[config.mk]
export PLATFORM = sky130hd
export DESIGN_NAME = gci_irq_arbiter
export DESIGN_NICKNAME = d
export VERILOG_FILES = /design/src/rtl/gci_irq_arbiter.sv
export SDC_FILE = /design/constraint.sdc
export NUM_CORES = 1
export LEC_CHECK = 0
export CAP_MARGIN = 40
export CELL_PAD_IN_SITES_DETAIL_PLACEMENT = 2
export CELL_PAD_IN_SITES_GLOBAL_PLACEMENT = 2
export CORE_MARGIN = 2
export CORE_UTILIZATION = 32
export CTS_CLUSTER_SIZE = 16
export DETAILED_ROUTE_END_ITERATION = 8
export GPL_TIMING_DRIVEN = 0
export PLACE_DENSITY = 0.84
export SYNTH_ARGS = -nofsm -noshare
export SYNTH_HDL_FRONTEND = slang
export SYNTH_SLANG_ARGS = --single-unit
[constraint.sdc]
create_clock -name iCLOCK -period 3.1 [get_ports iCLOCK]
set_clock_uncertainty 0.05 [all_clocks]
set_input_delay 0.775 -clock iCLOCK [delete_from_list [all_inputs] [get_ports iCLOCK]]
set_output_delay 0.775 -clock iCLOCK [all_outputs]
set_load 0.05 [all_outputs]
[src/rtl/gci_irq_arbiter.sv]
// Purpose : shares the master IRQ channel among four GCI nodes. The highest priority wins; ties go round-robin.
// Latency : an eligible request seen in IDLE raises oMASTER_IRQ_REQ one cycle later. The node ACK pulse follows master ACK by one cycle.
// Backpress: iMASTER_IRQ_BUSY blocks new arbitration and holds a pending REQ. It also marks every node busy.
//
// Ports:
//   iCLOCK, iRESET                 clock, asynchronous active-high reset
//   iNODE_INFO_VALID[3:0]          per-node init complete (invalid nodes never win)
//   iNODE_IRQ_REQ[3:0]             per-node level IRQ request
//   iNODE_PRIORITY0..3[7:0]        per-node priority, larger wins
//   oNODE_IRQ_ACK[3:0]             one-hot acknowledge pulse to the granted node
//   oNODE_IRQ_BUSY[3:0]            per-node busy, blocks new IRQ capture in the node
//   oMASTER_IRQ_REQ/NUM/PRIORITY   request presented to the master
//   iMASTER_IRQ_ACK/BUSY/DONE      master accept, master busy, service-complete pulse
//   oTIMEOUT_ERR                   sticky SERVICE-timeout flag
module gci_irq_arbiter #(
  parameter logic [15:0] TIMEOUT_CYCLE = 16'hFFFF,
  parameter logic [1:0]  DEFAULT_LAST  = 2'h3
) (
  input  logic       iCLOCK,
  input  logic       iRESET,
  input  logic [3:0] iNODE_INFO_VALID,
  input  logic [3:0] iNODE_IRQ_REQ,
  input  logic [7:0] iNODE_PRIORITY0,
  input  logic [7:0] iNODE_PRIORITY1,
  input  logic [7:0] iNODE_PRIORITY2,
  input  logic [7:0] iNODE_PRIORITY3,
  output logic [3:0] oNODE_IRQ_ACK,
  output logic [3:0] oNODE_IRQ_BUSY,
  output logic       oMASTER_IRQ_REQ,
  output logic [1:0] oMASTER_IRQ_NUM,
  output logic [7:0] oMASTER_IRQ_PRIORITY,
  input  logic       iMASTER_IRQ_ACK,
  input  logic       iMASTER_IRQ_BUSY,
  input  logic       iMASTER_IRQ_DONE,
  output logic       oTIMEOUT_ERR
);

  typedef enum logic [1:0] {ST_IDLE, ST_REQ, ST_SERVICE, ST_HOLD} state_t;

  state_t      state_q, state_d;
  logic [1:0]  grant_q, grant_d;
  logic [1:0]  last_q, last_d;
  logic [7:0]  prio_q, prio_d;
  logic [15:0] cnt_q, cnt_d;
  logic [3:0]  ack_q, ack_d;
  logic        terr_q, terr_d;

  logic [7:0]  pri [4];
  logic [3:0]  eligible;
  logic [7:0]  max_pri;
  logic [1:0]  scan_idx;
  logic [1:0]  win_idx;
  logic        win_found;

  assign pri[0]   = iNODE_PRIORITY0;
  assign pri[1]   = iNODE_PRIORITY1;
  assign pri[2]   = iNODE_PRIORITY2;
  assign pri[3]   = iNODE_PRIORITY3;
  assign eligible = iNODE_INFO_VALID & iNODE_IRQ_REQ;

  // Winner: the highest priority among eligible nodes. Ties are broken by scanning
  // from the node after the last one serviced.
  always_comb begin
    max_pri   = '0;
    scan_idx  = '0;
    win_idx   = '0;
    win_found = 1'b0;
    for (int i = 0; i < 4; i++) begin
      if (eligible[i] && (pri[i] > max_pri)) max_pri = pri[i];
    end
    for (int k = 1; k <= 4; k++) begin
      scan_idx = last_q + k[1:0];
      if (!win_found && eligible[scan_idx] && (pri[scan_idx] == max_pri)) begin
        win_idx   = scan_idx;
        win_found = 1'b1;
      end
    end
  end

  always_comb begin
    state_d = state_q;
    grant_d = grant_q;
    last_d  = last_q;
    prio_d  = prio_q;
    cnt_d   = cnt_q;
    ack_d   = '0;
    terr_d  = terr_q;
    case (state_q)
      ST_IDLE: begin
        if (!iMASTER_IRQ_BUSY && win_found) begin
          grant_d = win_idx;
          prio_d  = pri[win_idx];
          state_d = ST_REQ;
        end
      end
      ST_REQ: begin
        // ACK wins over a simultaneous withdrawal. Master busy simply holds this state.
        if (iMASTER_IRQ_ACK) begin
          ack_d[grant_q] = 1'b1;
          cnt_d          = '0;
          state_d        = ST_SERVICE;
        end else if (!eligible[grant_q]) begin
          state_d = ST_IDLE;
        end
      end
      ST_SERVICE: begin
        if (cnt_q != 16'hFFFF) cnt_d = cnt_q + 16'd1;
        if (iMASTER_IRQ_DONE) begin
          last_d  = grant_q;
          state_d = ST_HOLD;
        end else if (cnt_q == TIMEOUT_CYCLE) begin
          terr_d  = 1'b1;
          last_d  = grant_q;
          state_d = ST_HOLD;
        end
      end
      ST_HOLD: begin
        // One spare cycle lets the serviced node drop its level request.
        state_d = ST_IDLE;
      end
      default: state_d = ST_IDLE;
    endcase
  end

  always_ff @(posedge iCLOCK or posedge iRESET) begin
    if (iRESET) begin
      state_q <= ST_IDLE;
      grant_q <= '0;
      last_q  <= DEFAULT_LAST;
      prio_q  <= '0;
      cnt_q   <= '0;
      ack_q   <= '0;
      terr_q  <= 1'b0;
    end else begin
      state_q <= state_d;
      grant_q <= grant_d;
      last_q  <= last_d;
      prio_q  <= prio_d;
      cnt_q   <= cnt_d;
      ack_q   <= ack_d;
      terr_q  <= terr_d;
    end
  end

  always_comb begin
    oNODE_IRQ_BUSY = '0;
    for (int i = 0; i < 4; i++) begin
      oNODE_IRQ_BUSY[i] = iMASTER_IRQ_BUSY | ((state_q != ST_IDLE) && (grant_q != 2'(i)));
    end
  end

  assign oMASTER_IRQ_REQ      = (state_q == ST_REQ);
  assign oMASTER_IRQ_NUM      = grant_q;
  assign oMASTER_IRQ_PRIORITY = prio_q;
  assign oNODE_IRQ_ACK        = ack_q;
  assign oTIMEOUT_ERR         = terr_q;

endmodule

==> qor.yml <==
synthesis:
  ys_seq_elements: 35
  yosys.cell_types.count: 70
  synth_seq_area_share: 0.156
  postSynthNetCount: 723
  netlist_top_cells_count: "67 x xnor2_1, 61 x nand2_1, 44 x nor2_1, 34 x inv_1, 34 x o21ai_0"
  syn_inst: 650
  syn_area_per_cell_um2: 8.68
  netlist_top_cells_area: "dfrtp_1 15%, xnor2_1 10%, mux4_2 6.4%"
  async_reset_ff_frac: 1.00
  synthesis.area_mm2: 0.00564
  yosysWarningCount: 0
  synth-edff-count: 0
  synth_top_area_frac: 0.146
  synth_ff_type: "dfrtp_1"
  yosys.area.top_type: "dfrtp_1"
  synth_most_common_cell: "xnor2_1"
worst_hold_path:
  hold_path_depth: 1
  holdPathEnd: "oTIMEOUT_ERR"
  hp-class: "reg2reg"
  min-delay-start: "oTIMEOUT_ERR"
power_and_ir_drop:
  power_frac_clock: 0.147
  leakage_nw: 3.07
  p_per_area_mw_per_mm2: 422
  p_int_mw: 1.71
  p_sw_mw: 1.72
  comb_power_share: 0.679
  irDropWorstVdd_v: 0.000454
  p_seq_frac: 0.173
  p_sw_frac: 0.501
clock_tree:
  cts_tree: "done"
  clock_sinks: 35
  ctsHtreeMaxLevel: 2
  cts_buffer_depth: 2
  clock_latency_ns: 0.28
  clk_pin_slew_worst_paths_ns: 0.06
  cts_buffers: 5
  root_buffer: "clkbuf_16"
  cts-hold-fix-buffers: 0
routing:
  drt_first_pass_iters: 6
  drt-initial-drc-count: 631
  ant_nets: 0
  drt-total-wl_um: 29500
  drt-wirelength-per-cell_um: 29.4
  viasPerCell: 6.19
  drc: 0
  vias: 6210
timing:
  layout_setup_ws_ns: -4.08
  setup_viol: 12
  max_slew_margin: 0.311
  hold_viol: 0
  fmax_mhz: 139
  drv_slew: 0
  layout_min_cycle_time_ns: 7.18
  timing.final.crit_share: 2.32
  rsz0062_at_grt: "true"
  worst_slew_pin_slew_ns: 1.02
setup_path:
  slowest_stage: "o221ai_4"
  end_kind: "register"
  critPathMaxFanout: 8
  critical_path.most_common_cell: "buf_4"
  r2r_slack_ns: -1.57
  startpoint_type: "input port"
  required_ns: 3.25
  slowest_delay_ns: 0.44
  reg2reg_depth: 17
  r2r_start: "last_q[1]"
  arrival_ns: 7.34
  path_class: "in2reg"
  rr_endpoint: "oMASTER_IRQ_PRIORITY[0]"
finish:
  finish.utilization: 0.470
  final_net_count: 850
  fin_area_mm2: 0.00813
  insertedDiodeCount: 0
  area_growth_pct: 44.0
  drive_gt1_frac: 0.398
global_routing:
  grt_pass1_wl_um: 40400
  grt_use_met1: 0.315
  grt_max_degree: 22
  grt_overflow: 0
  met3_usage: 0.0352
  antenna_found_initial: 0
  grt_pass1_vias: 6846
  grt_util_met2: 0.537
  grtUsageTotal: 0.288
  grt-busiest-layer: "met2"
placement:
  io_buffers: 62
  placed_area_mm2: 0.00682
  place_hpwl_um: 18800
  gp_congestion: 0.934
floorplanning:
  die_h_um: 137
  start_util: 0.326
  core_area_mm2: 0.0173
  die_x_um: 137
  io_pins: 65
  rows: 48
  dieArea_mm2: 0.0187
outcome:
  status: "finished with violations"
  violations: "setup timing"
job:
  cap_violations: 0
-- power groups by stage --
stage          logic (mW)  registers [mW]  clock network, mW
2_1_floorplan        1.14           0.760                  0
3_3_place_gp         1.81           0.591                  0
3_5_place_dp         1.92           0.600                  0
4_1_cts              2.11           0.594              0.510
5_1_grt              2.43           0.605              0.531
6_report             2.33           0.594              0.505
-- worst max-delay path: cells and delay by family --
| family | cells | cell delay, ns |
|---|---|---|
| fa+ha+maj | 3 | 0.82 |
| compound gates | 12 | 2.45 |
| simple gates | 7 | 1.10 |
| mux | 2 | 0.53 |
| buf+inv | 8 | 1.63 |
-- state kept, by name, summed over array words and instances, names as in the netlist, named ones only --
register / flops
cnt_q: 16
last_q: 2
oNODE_IRQ_ACK: 4
oMASTER_IRQ_NUM: 2
oMASTER_IRQ_PRIORITY: 8
state_q: 1
oTIMEOUT_ERR: 1
-- metrics by stage --
step | setup TNS (ns) | power (mW) | std cells | setup WS (ns) | hold WS, ns
2_1_floorplan | -40.36 | 1.90 | 650 | -3.42 | 0.436
3_3_place_gp | -60.47 | 2.40 | 937 | -5.10 | 0.419
3_5_place_dp | -63.88 | 2.52 | 938 | -5.38 | 0.462
4_1_cts | -44.70 | 3.21 | 987 | -3.82 | 0.475
5_1_grt | -49.45 | 3.56 | 1003 | -4.21 | 0.490
6_report | -47.86 | 3.43 | 1003 | -4.08 | 0.468
-- timing repair --
action	4_1_cts	5_1_grt
pin swaps	54	40
gates cloned	4	0
gates resized for setup	142	68
endpoints found under the hold margin	0	0
setup buffers	38	16
setup endpoints to repair	13	14
-- layout make-up --
cell class,count,area (um2)
clock buffers,5,125
well taps,225,282
repair buffers,121,1150
clock inverters,3,20.0
inverters,36,135
plain buffers,45,373
fillers,1824,9170
multi-input cells,533,5160
flip-flops and latches,35,878
-- cell families after synthesis --
logic type | Yosys count | share of synthesized area
xor gates and xnor gates | 99 | 0.154
buffers and inverters | 82 | 0.0761
muxes | 70 | 0.188
DFF | 35 | 0.156
adders and majority gates | 28 | 0.0621
and+or+nand+nor | 177 | 0.151
AOI/OAI and AO/OA | 159 | 0.213
-- per-layer routing --
layer | routed length, um | vias up
li1 | - | 2617
met1 | 11000 | 3196
met2 | 15300 | 300
met3 | 1450 | 97
met4 | 1730 | 0
met5 | 0 | -
-- layout by cell type, fill, tap and decap left out, types with 9 or more instances in the layout --
cell type	synthesis	layout
dfrtp_1	33	33
nand3_1	15	10
ha_1	28	16
ha_4	0	12
buf_6	7	19
mux2i_1	16	15
mux2_2	23	18
nand4_1	9	9
nor2_1	44	38
o21ai_0	34	23
xor2_1	32	32
clkdlybuf4s50_1	0	42
a21oi_1	24	14
mux4_2	16	16
xnor2_1	67	67
nand2_1	61	47
a211oi_2	8	23
mux2_4	4	9
inv_1	34	32
buf_4	3	51
buf_2	18	12
-- how the worst max path moves through the flow --
stage | start | endpoint | cells after the start
2_1_floorplan | iNODE_INFO_VALID[0] | oMASTER_IRQ_PRIORITY[2] | 33
3_3_place_gp | iNODE_INFO_VALID[0] | oMASTER_IRQ_NUM[0] | 28
3_5_place_dp | iNODE_INFO_VALID[0] | oMASTER_IRQ_NUM[1] | 28
4_1_cts | iNODE_IRQ_REQ[0] | oMASTER_IRQ_PRIORITY[4] | 34
5_1_grt | iNODE_PRIORITY0[3] | oMASTER_IRQ_PRIORITY[7] | 34
6_report | iNODE_PRIORITY0[3] | oMASTER_IRQ_PRIORITY[0] | 32
Note: power is estimated with default switching activity, not from simulation.
